`config.mk`:
```
export PLATFORM = sky130hd
export DESIGN_NAME = b_another_frame_tx
export DESIGN_NICKNAME = d
export VERILOG_FILES = /design/src/rtl/b_another_frame_tx_pkg.sv /design/src/rtl/b_another_frame_tx_hold.sv /design/src/rtl/b_another_frame_tx.sv
export SDC_FILE = /design/constraint.sdc
export NUM_CORES = 1
export LEC_CHECK = 0
export BUFFER_PORTS_ARGS = -buffer_cell sky130_fd_sc_hd__buf_2
export CORE_ASPECT_RATIO = 0.9
export CORE_MARGIN = 2
export CORE_UTILIZATION = 53
export CTS_CLUSTER_SIZE = 30
export DETAILED_ROUTE_END_ITERATION = 7
export GPL_TIMING_DRIVEN = 0
export HOLD_SLACK_MARGIN = 0.1
export MAX_ROUTING_LAYER = met4
export PLACE_DENSITY = 0.79
export SYNTH_ARGS = -nofsm -noshare
export SYNTH_HDL_FRONTEND = slang
export SYNTH_HIERARCHICAL = 1
export SYNTH_SLANG_ARGS = --single-unit
export TNS_END_PERCENT = 100
```
`constraint.sdc`:
```
create_clock -name clk -period 3 [get_ports clk]
set_clock_uncertainty 0.2 [all_clocks]
set_input_delay 0.3 -clock clk [delete_from_list [all_inputs] [get_ports clk]]
set_output_delay 0.3 -clock clk [all_outputs]
set_load 0.05 [all_outputs]
```
`src/rtl/b_another_frame_tx_pkg.sv`:
```
// Shared b-hierarchy constants for the frame link: frame size, beat index width, TX FSM states.
package hierIncludeBInclude_package;
  localparam int B_ANOTHER_SIZE = 9;
  localparam int B_IDX_W        = 4;

  typedef enum logic {B_TX_IDLE, B_TX_SEND} b_frame_tx_state_t;
endpackage

```
`src/rtl/b_another_frame_tx_hold.sv`:
```
// Frame hold register and word select for b_another_frame_tx.
// HIERINCLUDE_B_FRAME_PARITY_EN adds a registered parity path with word-0 error injection.
module b_another_frame_hold
  import hierIncludeBInclude_package::*;
#(
  parameter int DATA_W = 8
) (
  input  logic                                clk,
  input  logic                                rst,
  input  logic                                load,
  input  logic [B_ANOTHER_SIZE*DATA_W-1:0]    frame_data,
  input  logic [B_IDX_W-1:0]                  idx,
`ifdef HIERINCLUDE_B_FRAME_PARITY_EN
  input  logic                                parity_err_inj,
  output logic                                word_parity,
`endif
  output logic [DATA_W-1:0]                   word
);
  logic [B_ANOTHER_SIZE-1:0][DATA_W-1:0] hold_q, hold_d;

  always_comb begin
    hold_d = hold_q;
    if (load) hold_d = frame_data;
  end

  always_ff @(posedge clk or posedge rst) begin
    if (rst) hold_q <= '0;
    else     hold_q <= hold_d;
  end

  assign word = hold_q[idx];

`ifdef HIERINCLUDE_B_FRAME_PARITY_EN
  logic inj_q, inj_d;

  always_comb begin
    inj_d = inj_q;
    if (load) inj_d = parity_err_inj;
  end

  always_ff @(posedge clk or posedge rst) begin
    if (rst) inj_q <= 1'b0;
    else     inj_q <= inj_d;
  end

  // Injected error only corrupts word 0 so the receiver sees exactly one bad beat.
  assign word_parity = (^word) ^ (inj_q && (idx == '0));
`endif
endmodule

```
`src/rtl/b_another_frame_tx.sv`:
```
// Serialises one B_ANOTHER_SIZE-word frame into a valid/ready beat stream, zero-bubble between frames.
// Optional parity output/injection under HIERINCLUDE_B_FRAME_PARITY_EN.
module b_another_frame_tx
  import hierIncludeBInclude_package::*;
#(
  parameter int DATA_W = 8,
  parameter int CNT_W  = 16
) (
  input  logic                              clk,
  input  logic                              rst,
  input  logic                              frame_valid,
  output logic                              frame_ready,
  input  logic [B_ANOTHER_SIZE*DATA_W-1:0]  frame_data,
  output logic                              beat_valid,
  input  logic                              beat_ready,
  output logic [DATA_W-1:0]                 beat_data,
  output logic [B_IDX_W-1:0]                beat_idx,
  output logic                              beat_last,
`ifdef HIERINCLUDE_B_FRAME_PARITY_EN
  input  logic                              parity_err_inj,
  output logic                              beat_parity,
`endif
  output logic                              busy,
  output logic [CNT_W-1:0]                  frame_count
);
  localparam logic [B_IDX_W-1:0] LAST_IDX = B_IDX_W'(B_ANOTHER_SIZE - 1);

  b_frame_tx_state_t state_q, state_d;
  logic [B_IDX_W-1:0] idx_q, idx_d;
  logic [CNT_W-1:0]   cnt_q, cnt_d;
  logic               valid_q, valid_d;
  logic               beat_xfer, frame_xfer;

  assign beat_last  = (idx_q == LAST_IDX);
  assign beat_xfer  = valid_q && beat_ready;
  assign frame_xfer = frame_valid && frame_ready;

  // Handing over on the final beat's transfer is what removes the inter-frame bubble.
  always_comb begin
    frame_ready = 1'b0;
    if (!rst) begin
      if (state_q == B_TX_IDLE) frame_ready = 1'b1;
      else                      frame_ready = valid_q && beat_last && beat_ready;
    end
  end

  always_comb begin
    state_d = state_q;
    idx_d   = idx_q;
    cnt_d   = cnt_q;
    valid_d = valid_q;
    case (state_q)
      B_TX_IDLE: begin
        if (frame_xfer) begin
          state_d = B_TX_SEND;
          idx_d   = '0;
          valid_d = 1'b1;
        end
      end
      B_TX_SEND: begin
        if (beat_xfer) begin
          if (beat_last) begin
            cnt_d = cnt_q + CNT_W'(1);
            idx_d = '0;
            if (!frame_xfer) begin
              state_d = B_TX_IDLE;
              valid_d = 1'b0;
            end
          end else begin
            idx_d = idx_q + B_IDX_W'(1);
          end
        end
      end
      default: begin
        state_d = B_TX_IDLE;
        valid_d = 1'b0;
      end
    endcase
  end

  always_ff @(posedge clk or posedge rst) begin
    if (rst) begin
      state_q <= B_TX_IDLE;
      idx_q   <= '0;
      cnt_q   <= '0;
      valid_q <= 1'b0;
    end else begin
      state_q <= state_d;
      idx_q   <= idx_d;
      cnt_q   <= cnt_d;
      valid_q <= valid_d;
    end
  end

  b_another_frame_hold #(.DATA_W(DATA_W)) u_hold (
    .clk            (clk),
    .rst            (rst),
    .load           (frame_xfer),
    .frame_data     (frame_data),
    .idx            (idx_q),
`ifdef HIERINCLUDE_B_FRAME_PARITY_EN
    .parity_err_inj (parity_err_inj),
    .word_parity    (beat_parity),
`endif
    .word           (beat_data)
  );

  assign beat_valid  = valid_q;
  assign beat_idx    = idx_q;
  assign busy        = valid_q;
  assign frame_count = cnt_q;
endmodule

```
==> run_results.csv <==
group,metric,value,unit
floorplan,start_util,54.67,%
sta,tightestPinTransition,0.8775,ns
floorplan,rows,31,
clock_network,cts_setup_buffers,0,
routing,post-route-drc-count,0,
synth,syn-num-nets,400,
worst_setup_path,critical_path.n_buffers_inverters,3,
synth,syn-mean-instance-area,13.67,sq um
hold_path,worst_hold_path_class,"reg -> reg",
power,p_seq_share,52.9,%
clock_network,cts_made_buffers,9,
routing,vias_per_cell,5.390,
floorplan,die_span_in_x,99.93,microns
worst_setup_path,cp.arrival,2.26,ns
placement,detailedPlace.worstSlack,0.2761,ns
placement,dp_cells,527,
worst_setup_path,start_kind,"flip-flop",
synth,netlist-cell-type-count,37,
floorplan,core_area,8029,sq um
grt,grt_max_degree,73,
power,swShare,22.43,%
worst_setup_path,worst_ep_required_time,2.50,ns
routing,total_vias_in_the_final_route,3331,
worst_setup_path,cp-end-kind,"primary output",
finish,final_design_area_no_fill,6065,sq um
grt,grt_met3_usage,4.799,%
routing,antenna_left,0,
sta,setup_viol_count_final,0,
finish,layout-drive-gt1-share,47.01,%
power,leakage_power,3.167,nW
clock_network,clock_tree.root_cell,"sky130_fd_sc_hd__clkbuf_8",
sta,hold_viol_final,0,
synth,synth_seq_area_share,53.59,%
sta,worst_slew_margin_relative_to_its_limit,41.43,%
worst_setup_path,crit_chain,"buf_6 > buf_4 > nor4b_4 > nand2_1 > o31ai_2 > buf_2",
placement,dp_hpwl,7.024,mm
grt,global_route.peak_usage_layer,"met2",
clock_network,path_clk_slew,0.09,ns
placement,buffer_ports.inserted,107,
status,run_status,"completed",
power,power.internal,1.862,mW
power,worst_ir_drop_vdd,258.5,uV
grt,number_of_antenna_violations_at_the_first_check_in_global_routing,0,
grt,global_route.usage.met2,42.57,%
worst_setup_path,critical-path-top-delay-family,"buffers and inverters",
finish,post_layout_nonfiller_instances,618,
sta,finalCritPeriodShare,92.06,%
power,combinationalPowerShare,8.2,%
grt,grt_pass1_wl,17.25,mm
sta,grt_setup_unrepaired,"no",
synth,netlist_area,4389,sq um
floorplan,die_h,90.34,microns
worst_setup_path,slowest_delay,0.51,ns
finish,finalNetCount,593,
power,power_density,395.7,nW/um^2
clock_network,h_tree_levels,3,
floorplan,pin_count,108,
grt,grt-ovfl-total,0,
sta,total_neg_setup_slack,0,ns
finish,area.growth.synth_to_final,38.17,%
sta,finalMaxSlewViolations,0,
grt,grt_util_all_layers,25.64,%
worst_setup_path,cpMaxStageDelayCell,"sky130_fd_sc_hd__nor4b_4",
synth,yosys_warnings,6,
power,clock_network_fraction_of_total_power,39.0,%
clock_network,cts.path.max_buffers,2,
floorplan,die_area,9027,sq um
power,net-switching-power,0.5383,mW
placement,postPlaceCellArea,5091,sq um
grt,grt_pass1_vias,3532,
worst_setup_path,worstPathMaxFanout,10,
synth,synth_seq_cells,94,
routing,wl,10.88,mm
worst_setup_path,timing_worst_setup_path_type,"reg -> out",
sta,achievable-frequency,362.1,MHz
clock_network,tritoncts_clock_tree,"done",
sta,finalCriticalPeriod,2.762,ns
grt,grtUsageMet1,31.40,%
routing,drt_iter0_drc,102,
clock_network,cts.sinks,94,
run,max-cap-violations,0,
routing,number_of_iterations_in_the_first_detailed_routing_pass,4,
clock_network,insertion_delay,0.36,ns
routing,wl_per_cell,17.61,microns
synth,post_synth_inst_count,321,
sta,layout_setup_ws,0.2382,ns
placement,gp_congestion,0.8145,
finish,antenna_cells,0,
per-stage QoR:
stage | utilization (%) | power (mW) | hold WS [ns]
global route | 75.53 | 2.496 | 0.2836
global placement | 63.38 | 1.410 | 0.2521
CTS | 75.52 | 2.410 | 0.2734
detailed placement | 63.41 | 1.412 | 0.2558
finish | 75.53 | 2.400 | 0.2750
floorplan | - | 1.347 | 0.1065
kinds of logic after synthesis:
group | synth area share (%)
AO/OA/AOI/OAI | 3.848
XOR/XNOR | 3.193
adder cells (fa/ha/maj) | 0.8553
buffers and inverters | 2.936
flip-flops | 53.59
multiplexers | 27.37
AND/OR/NAND/NOR | 8.210
repair_timing:
item / in CTS / in global routing
gates resized for setup: 0 / 1
hold buffers: 75 / 0
setup endpoints to repair: 0 / 8
endpoints found under the hold margin: 168 / 0
cell usage in the layout, fill, tap and decap left out, types with 5 or more instances in the layout:
master	Yosys	final
sky130_fd_sc_hd__buf_2	9	116
sky130_fd_sc_hd__clkbuf_8	0	9
sky130_fd_sc_hd__dfrtp_1	94	94
sky130_fd_sc_hd__dlygate4sd3_1	0	75
sky130_fd_sc_hd__inv_1	6	5
sky130_fd_sc_hd__mux2_2	89	89
sky130_fd_sc_hd__mux4_1	5	5
sky130_fd_sc_hd__nand2_1	19	19
sky130_fd_sc_hd__nand3_1	7	7
sky130_fd_sc_hd__nor2_1	15	15
sky130_fd_sc_hd__o22ai_1	8	8
sky130_fd_sc_hd__o31ai_2	0	8
sky130_fd_sc_hd__xnor2_1	8	8
sky130_fd_sc_hd__xor2_1	8	8
registers in the layout, indices dropped and copies added (netlist names):
register / count
beat_valid: 1
frame_count: 16
state_q: 1
beat_idx: 4
u_hold/hold_q: 72
Yosys cell counts (all sizes together):
library cell  count  area share (%)
nor3              4            0.57
mux4              8             4.5
inv               7            0.60
a31oi             2            0.29
mux2             89              23
xor2              8             1.6
xnor2             8             1.6
o21ai             3            0.34
or3               1            0.14
and4              1            0.20
nor4b             1            0.54
dfrtp            94              54
and3              1            0.17
and2              1            0.14
nor4              2            0.29
buf              14             2.2
a22o              1            0.20
nor2             15             1.3
nand2b            3            0.43
o31ai             9             1.5
nand3b            1            0.46
ha                3            0.86
nand2            19             1.6
nand3             7            0.80
clkbuf            2            0.17
nor3b             1            0.17
o22ai             8             1.1
nand4             5             1.4
a21oi             3            0.34
cell type report:
class                   count  area [sq um]
flip-flops and latches     94          2352
plain buffers              16         103.9
well taps                  99         123.9
fillers                   534          1964
inverters                   7         28.78
multi-input cells         204          1948
repair buffers            182          1286
clock inverters             6         93.84
clock buffers              10         127.6
metal layers:
layer | share of wire, % | vias up | wire (microns)
met4 | 1.8 | 0 | 199
met2 | 51 | 93 | 5588
met1 | 43 | 1669 | 4637
met3 | 4.2 | 19 | 459
li1 | - | 1550 | -
met5 | 0 | - | 0
power by group through the flow:
stage / registers [mW] / logic (mW) / clock network (mW)
CTS: 1.27 / 0.193 / 0.948
global route: 1.27 / 0.212 / 1.01
finish: 1.27 / 0.196 / 0.935
detailed placement: 1.29 / 0.117 / 0
floorplan: 1.30 / 0.0492 / 0
global placement: 1.29 / 0.115 / 0
path summary, 6_finish.rpt:
check / startpoint / to / slack [ns] / cells after the start
max: beat_idx[0] / beat_data[4] / 0.24 / 6
min: frame_count[15] / frame_count[15] / 0.28 / 1
max reg2reg: beat_idx[0] / u_hold/hold_q[47] / 0.26 / 9
min reg2reg: frame_count[15] / frame_count[15] / 0.28 / 1
max in group asynchronous: rst / u_hold/hold_q[62] / 1.54 / 3
min in group asynchronous: rst / u_hold/hold_q[63] / 0.48 / 3
Power figures use the tool's default switching activity.
